<file path="config.mk">
export PLATFORM = sky130hd
export DESIGN_NAME = ppu_pixel_output
export DESIGN_NICKNAME = d
export VERILOG_FILES = /design/src/rtl/ppu_pixel_output.sv
export SDC_FILE = /design/constraint.sdc
export NUM_CORES = 1
export LEC_CHECK = 0
export ABC_CLOCK_PERIOD_IN_PS = 2800
export BUFFER_PORTS_ARGS = -buffer_cell sky130_fd_sc_hd__buf_2
export CAP_MARGIN = 20
export CORE_MARGIN = 2
export CORE_UTILIZATION = 40
export CTS_CLUSTER_DIAMETER = 40
export DETAILED_ROUTE_END_ITERATION = 8
export PLACE_DENSITY_LB_ADDON = 0.3
export SLEW_MARGIN = 5
export SYNTH_ARGS = -nofsm -noshare
export SYNTH_HDL_FRONTEND = slang
export SYNTH_SLANG_ARGS = --single-unit
</file>
<file path="constraint.sdc">
create_clock -name ppu_clk -period 2.8 [get_ports ppu_clk]
set_input_delay 0.14 -clock ppu_clk [delete_from_list [all_inputs] [get_ports ppu_clk]]
set_output_delay 0.14 -clock ppu_clk [all_outputs]
set_load 0.05 [all_outputs]
</file>
<file path="src/rtl/ppu_pixel_output.sv">
// rtl/ppu_pixel_output.sv - PPU final stage: dot/line timing, priority mux, palette RAM, status flags.
// Optional left-column clipping is compiled in with `define PPU_LEFT_CLIP_EN.
module ppu_pixel_output #(
  parameter int DOTS_PER_LINE   = 341,
  parameter int LINES_PER_FRAME = 262,
  parameter int VBLANK_LINE     = 241,
  parameter int PRERENDER_LINE  = 261
) (
  input  logic       ppu_clk,
  input  logic       reset,
  input  logic       bg_en,
  input  logic       spr_en,
  input  logic       show_bg_left,
  input  logic       show_spr_left,
  input  logic       grayscale,
  input  logic       nmi_en,
  input  logic       status_rd,
  input  logic [3:0] bg_pixel,
  input  logic [3:0] spr_pixel,
  input  logic       spr_behind,
  input  logic       spr_zero,
  input  logic       pal_wr,
  input  logic [4:0] pal_addr,
  input  logic [7:0] pal_wdata,
  output logic [7:0] pal_rdata,
  output logic [7:0] ppu_pixel,
  output logic [8:0] ppu_x,
  output logic [8:0] ppu_y,
  output logic       vblank,
  output logic       nmi,
  output logic       spr0_hit,
  output logic       odd_frame
);

  // Rendered lines end one line before vblank starts (240 for the stock timing).
  localparam int VISIBLE_LINES = VBLANK_LINE - 1;

  logic [8:0] dot;
  logic [8:0] line;
  logic [5:0] pal_ram [0:31];

  logic       visible;
  logic [8:0] x;
  logic       bg_left_ok;
  logic       spr_left_ok;
  logic       bg_opaque;
  logic       spr_opaque;
  logic [4:0] render_addr;
  logic [5:0] colour;
  logic       skip_dot;
  logic       at_vbl_set;
  logic       at_pre_clear;
  logic [1:0] unused_wdata;

  function automatic logic [4:0] pal_mirror(input logic [4:0] a);
    return (a[4] && (a[1:0] == 2'b00)) ? {1'b0, a[3:0]} : a;
  endfunction

  assign unused_wdata = pal_wdata[7:6];

`ifdef PPU_LEFT_CLIP_EN
  assign bg_left_ok  = (x >= 9'd8) || show_bg_left;
  assign spr_left_ok = (x >= 9'd8) || show_spr_left;
`else
  logic unused_left;
  assign unused_left = show_bg_left ^ show_spr_left;
  assign bg_left_ok  = 1'b1;
  assign spr_left_ok = 1'b1;
`endif

  always_comb begin
    visible     = (line < 9'(VISIBLE_LINES)) && (dot >= 9'd1) && (dot <= 9'd256);
    x           = dot - 9'd1;
    bg_opaque   = (bg_pixel[1:0] != 2'b00) && bg_en && bg_left_ok;
    spr_opaque  = (spr_pixel[1:0] != 2'b00) && spr_en && spr_left_ok;
    render_addr = 5'h00;
    if (spr_opaque && (!bg_opaque || !spr_behind))
      render_addr = {1'b1, spr_pixel};
    else if (bg_opaque)
      render_addr = {1'b0, bg_pixel};
    colour       = pal_ram[pal_mirror(render_addr)] & (grayscale ? 6'h30 : 6'h3F);
    skip_dot     = (bg_en || spr_en) && odd_frame &&
                   (line == 9'(PRERENDER_LINE)) && (dot == 9'(DOTS_PER_LINE - 2));
    at_vbl_set   = (line == 9'(VBLANK_LINE)) && (dot == 9'd1);
    at_pre_clear = (line == 9'(PRERENDER_LINE)) && (dot == 9'd1);
  end

  assign pal_rdata = {2'b00, pal_ram[pal_mirror(pal_addr)]};
  assign nmi       = vblank & nmi_en;

  // Palette contents survive reset; render reads above see the pre-write value.
  always_ff @(posedge ppu_clk) begin
    if (pal_wr)
      pal_ram[pal_mirror(pal_addr)] <= pal_wdata[5:0];
  end

  always_ff @(posedge ppu_clk) begin
    if (reset) begin
      dot       <= 9'd0;
      line      <= 9'd0;
      odd_frame <= 1'b0;
    end else if (skip_dot || (dot == 9'(DOTS_PER_LINE - 1))) begin
      dot <= 9'd0;
      if (skip_dot || (line == 9'(LINES_PER_FRAME - 1))) begin
        line      <= 9'd0;
        odd_frame <= ~odd_frame;
      end else begin
        line <= line + 9'd1;
      end
    end else begin
      dot <= dot + 9'd1;
    end
  end

  always_ff @(posedge ppu_clk) begin
    if (reset) begin
      ppu_pixel <= 8'h00;
      ppu_x     <= 9'h1FF;
      ppu_y     <= 9'h1FF;
      vblank    <= 1'b0;
      spr0_hit  <= 1'b0;
    end else begin
      ppu_pixel <= {2'b00, colour};
      ppu_x     <= visible ? x : 9'h1FF;
      ppu_y     <= visible ? line : 9'h1FF;
      // A status read coinciding with the set point wins, so vblank is lost for that frame.
      if (status_rd || at_pre_clear)
        vblank <= 1'b0;
      else if (at_vbl_set)
        vblank <= 1'b1;
      if (at_pre_clear)
        spr0_hit <= 1'b0;
      else if (spr_zero && bg_opaque && spr_opaque && visible && (x != 9'd255))
        spr0_hit <= 1'b1;
    end
  end

endmodule

</file>
==> impl_metrics.ini, run 1 <==
[synth]
synth-edff-count = 192
yosysTopAreaCell = edfxtp_1
syn_avg_cell_area_um2 = 11.4
synth.most_common_cell = nand2_1
yosysUniqueCellTypes = 68
synthTopCellsByArea = edfxtp_1 (52%), dfxtp_1 (8.1%), nand2_1 (6.8%), mux4_2 (4.8%), nand3_1 (3.5%)
syn_inst = 982
seq_area_frac_synth_pct = 59.7
ys_seq_elements = 237
async_flop_share_pct = 0
synth_flop_cell = edfxtp_1
syn-cell-area_um2 = 11200
synth_top_area_share_pct = 51.6
synth.yosys.warnings = 0
synthTopCellsByCount = nand2_1 (202), edfxtp_1 (192), nand3_1 (78)

[critical_path]
cp_max_fo = 9
critical_path_required_ns = 3.17
crit_path_end_kind = register
path_class = register to register
startpoint_type = register
worstPathArrival_ns = 2.92

[floorplan]
die_h_um = 171
start_util_pct = 40.4
io_pins = 71
core_um2 = 27600
rows = 61
die_area_um2 = 29300
dieWidth_um = 171

[cts]
htree_levels = 2
max-clock-path-buffers = 3
tritoncts = yes
cts_sinks = 237
clk_latency_ns = 0.50
root_buffer = clkbuf_16
post_cts_resized = 0
clkTransAtPathRegs_ns = 0.06
cts_made_buffers = 34

[timing]
fin_crit_ns = 2.55
hold_violations = 0
layout_setup_ws_ns = 0.247
timing.fmax_mhz = 392
tightest_slew_ns = 0.709
setup_viol = 0
setup-tns-final_ns = 0
slew_viol_final = 0
hold_ws_ns = 0.0154
period_share_pct = 91.2
timing.slew.headroom_pct = 52.3
skew_ns = 0.0172
rsz0062_at_grt = false

[grt]
grt_pass1_vias = 7835
grt_pass1_wl_um = 45300
grt_overflow = 0
grt_max_degree = 41
antenna_found_initial = 1
grtUsageTotal_pct = 20.6

[drt]
wl_per_cell_um = 20.2
drc = 0
dr.pass1.iters = 5
postRouteAntennaNets = 0
drt-total-wl_um = 30000
drtIter0Drc = 1078
vias = 8299
vias_per_cell = 5.59

[finish]
final_area_um2 = 13400
drive_above_1_share_pct = 20.8
synthToLayoutAreaGrowth_pct = 20.1
final_nets = 1121
antennaDiodeCount = 0
final-instance-count-excl-fill = 1485
fillerInstances = 2510

[place]
port_buffers = 62
gp_congestion = 0.916
post-place-cells = 1424
dpl.hpwl_um = 20300
place_worst_setup_slack_ns = 0.245
placed_area_um2 = 12300

[power]
ir_drop_mv = 0.383
power-per-cell-area_nw_per_um2 = 698
p_leak_nw = 4.88

[worst_hold_path]
hold_class = input pin to register

[outcome]
status = finished, final reports clean

[run]
max_cap_violations = 0
==> cell usage in the layout, fill, tap and decap left out, types with 4 or more instances in the layout <==
cell type	n
nand4_1	12
a21oi_1	36
inv_1	5
mux2i_1	5
clkbuf_1	4
a221oi_1	12
buf_2	62
edfxtp_1	192
nor4_1	6
o22ai_1	4
xor2_1	13
mux4_2	24
buf_4	42
clkbuf_16	38
clkinv_2	4
o211ai_1	5
conb_1	28
ha_1	5
nand2b_1	4
a22oi_1	30
nand3b_1	4
a211oi_1	10
nand2_1	202
a311oi_1	5
dfxtp_1	45
and2_1	6
mux2_2	24
and3_1	23
or3_1	9
buf_12	10
nand3_1	78
nor3_1	13
o21a_1	5
nor2_1	58
a31oi_1	15
xnor2_1	8
==> flip-flops by register name, summed over array words and instances (netlist names) <==
signal	flops
dot	9
line	9
ppu_y	9
ppu_pixel	6
pal_ram	192
vblank	1
ppu_x	9
odd_frame	1
spr0_hit	1
==> timing repair <==
action | CTS | global route
hold buffers | 1 | 0
buffers inserted | 0 | 0
endpoints found under the hold margin | 1 | 0
==> kinds of logic after synthesis <==
| logic type | after synthesis | share of synthesized area, % |
|---|---|---|
| and+or+nand+nor | 437 | 18.1 |
| DFF | 237 | 59.7 |
| AOI/OAI and AO/OA | 146 | 9.26 |
| buffers and inverters | 82 | 3.05 |
| muxes | 53 | 7.70 |
| xor gates and xnor gates | 21 | 1.65 |
| adders and majority gates | 5 | 0.560 |
| other | 1 | 0.0336 |
==> routing by layer <==
| layer | routed length [µm] | global-route usage [%] |
|---|---|---|
| met3 | 2700 | 3.77 |
| met4 | 882 | 6.71 |
| met5 | 13 | 0 |
| met1 | 12400 | 28.2 |
| met2 | 14000 | 33.2 |
==> area by class of cell <==
type	instances	area (µm²)	share of cell area, %
multi-input combinational	690	4280	31.9
sequential	237	6670	49.7
timing repair buffer	115	836	6.23
clock inverter	17	166	1.24
clock buffer	43	980	7.30
inverter	5	18.8	0.140
tap	378	473	3.52
==> final timing paths <==
| path | from | slack, ns | cells after the start | endpoint |
|---|---|---|---|---|
| setup / recovery | line[2] | 0.25 | 8 | line[7] |
| hold / removal | grayscale | 0.02 | 3 | ppu_pixel[0] |
| setup reg to reg | line[2] | 0.25 | 8 | line[7] |
| hold reg to reg | dot[0] | 0.47 | 1 | ppu_x[0] |
==> critical path, stage by stage, from the launching register on <==
cell       delay (ns)
dfxtp_1          0.45
or4b_1           0.52
nor4b_4          0.37
o2111ai_2        0.21
a21oi_4          0.30
and4_1           0.27
nand4_1          0.12
xor2_1           0.15
nor2_1           0.05
==> where the power goes <==
part / switching, mW / total [mW] / leakage (nW) / internal, mW
sequential: 0.0381 / 3.95 / 2.12 / 3.91
clock: 1.56 / 4.25 / 0.560 / 2.69
combinational: 0.794 / 1.17 / 2.20 / 0.379
total: 2.39 / 9.37 / 4.88 / 6.98
==> per-stage QoR <==
step / power [mW] / utilization [%]
after floorplan: 4.78 / -
after detailed placement: 5.18 / 44.4
after global placement: 5.18 / 44.4
after CTS: 9.43 / 48.6
final: 9.37 / 48.6
after global routing: 9.69 / 48.6
No activity file was read; power rests on OpenSTA's default activity.
==> run 2: changes to the inputs <==
CTS_BUF_LIST = sky130_fd_sc_hd__clkbuf_8   (was default)
PLACE_DENSITY = 0.66   (was default)
PLACE_DENSITY_LB_ADDON = default   (was 0.3)
==> impl_metrics.ini, run 2 (same netlist as run 1, synthesis figures left out) <==
[place]
place_worst_setup_slack_ns = 0.232
post-place-cells = 1435
gp_congestion = 0.918
port_buffers = 62
dpl.hpwl_um = 20600

[worst_hold_path]
holdCritStartpoint = pal_wdata[1]
min_path_cells = 1
hold_class = input pin to register
hold_end = pal_ram[30][1]

[outcome]
status = finished, final reports clean

[timing]
setup-tns-final_ns = 0
timing.slew.headroom_pct = 52.6
timing.fmax_mhz = 404
period_share_pct = 88.5
tightest_slew_ns = 0.709
hold_ws_ns = 0.133
fin_crit_ns = 2.48
slew_viol_final = 0
skew_ns = 0.0377
layout_setup_ws_ns = 0.322
setup_viol = 0
rsz0062_at_grt = false
hold_violations = 0

[power]
power-per-cell-area_nw_per_um2 = 616
cell_internal_pwr_mw = 5.86
ir_drop_mv = 0.348
p_leak_nw = 4.80
clockPowerShare_pct = 36.3
swShare_pct = 27.4
power.switching_mw = 2.22
power_frac_comb_pct = 14.7
seqPwrFrac_pct = 48.9

[run]
max_cap_violations = 0

[critical_path]
critical_path_required_ns = 3.25
reg2reg_to = line[4]
startpoint_type = register
r2r_slack_ns = 0.32
crit_path_end_kind = register
rr_worst_depth = 7
r2r-start = line[2]
worstPathArrival_ns = 2.93
cp_max_fo = 7
path_class = register to register

[cts]
clk_latency_ns = 0.56
htree_levels = 2
tritoncts = yes
root_buffer = clkbuf_8
cts_made_buffers = 41
max-clock-path-buffers = 3
postCtsSetupRepairBufs = 0
cts_sinks = 237
clkTransAtPathRegs_ns = 0.06

[floorplan]
die_h_um = 171
rows = 61
start_util_pct = 40.4
die_area_um2 = 29300
core_um2 = 27600
dieWidth_um = 171
io_pins = 71

[drt]
drc = 0
vias = 8535
dr.pass1.iters = 6
drtIter0Drc = 1153
wl_per_cell_um = 20.5
postRouteAntennaNets = 0
vias_per_cell = 5.65
drt-total-wl_um = 31000

[finish]
regMostFlops = pal_ram
synthToLayoutAreaGrowth_pct = 17.2
largest_register_ffs = 192
final_nets = 1142
final_cell_mix = nand2_1 (202), edfxtp_1 (192), nand3_1 (78)
antennaDiodeCount = 0
layout_commonest_cell = nand2_1
fillerInstances = 2547
final-instance-count-excl-fill = 1510
drive_above_1_share_pct = 20.9

[grt]
grtUsageTotal_pct = 21.2
grt_max_degree = 35
grt_pass1_wl_um = 46700
grt_overflow = 0
grt_pass1_vias = 8127
antenna_found_initial = 0
run 2: changes by cell type in the layout (fill, tap and decap cells not counted), sizes merged:
cell and change:
clkbuf +2, bufinv -1, clkinvlp -1, buf +11, inv +10, dlygate4sd3 +3, clkinv +1
run 2: layout make-up:
cell class                 instances  area (µm²)  area share, %
tap                              378         473           3.61
sequential                       237        6670           50.9
inverter                           5        18.8          0.143
multi-input combinational        690        4280           32.7
timing repair buffer             129         898           6.86
clock buffer                      45         619           4.73
clock inverter                    26         134           1.02
run 2: worst max-delay path by stage:
stage | cells after the start | end | slack [ns] | startpoint
final | 7 | line[4] | 0.32 | line[2]
after global routing | 8 | line[7] | 0.12 | line[2]
after CTS | 7 | line[4] | 0.29 | line[2]
after detailed placement | 10 | ppu_pixel[1] | 0.23 | spr_en
after global placement | 11 | ppu_pixel[1] | 0.29 | bg_en
after floorplan | 5 | pal_rdata[3] | 0.35 | pal_addr[0]
run 2: repair_timing:
action	4_1_cts	5_1_grt
hold endpoints to repair	6	0
resized for setup	0	0
hold buffers	4	0
run 2: layer usage:
layer	track usage [%]	vias to the layer above	share of wire (%)
met3	4.53	66	9.8
li1	-	3890	-
met2	33.2	440	46
met5	0	-	0
met1	29.3	4139	42
met4	7.04	0	2.6
run 2: power by group through the flow:
stage	clock (mW)	sequential, mW	combinational, mW
floorplan	0	4.14	0.635
global placement	0	4.02	1.16
detailed placement	0	4.02	1.17
CTS	3.00	3.95	1.18
global route	3.15	3.96	1.28
finish	2.93	3.95	1.19
run 2: critical path: stages, from the launching register on:
cell and delay, ns:
dfxtp_1 0.43, or4b_1 0.51, nor4b_4 0.39, o2111ai_2 0.21, a21oi_4 0.24, nand2_2 0.10
or3_1 0.36, a21oi_1 0.14
run 2: metrics by stage:
step / util, % / total power [mW] / cell area [µm²]
finish: 47.4 / 8.07 / 13100
global route: 47.4 / 8.38 / 13100
CTS: 47.4 / 8.13 / 13100
detailed placement: 44.5 / 5.19 / 12300
global placement: 44.5 / 5.18 / 12300
floorplan: - / 4.78 / 11300
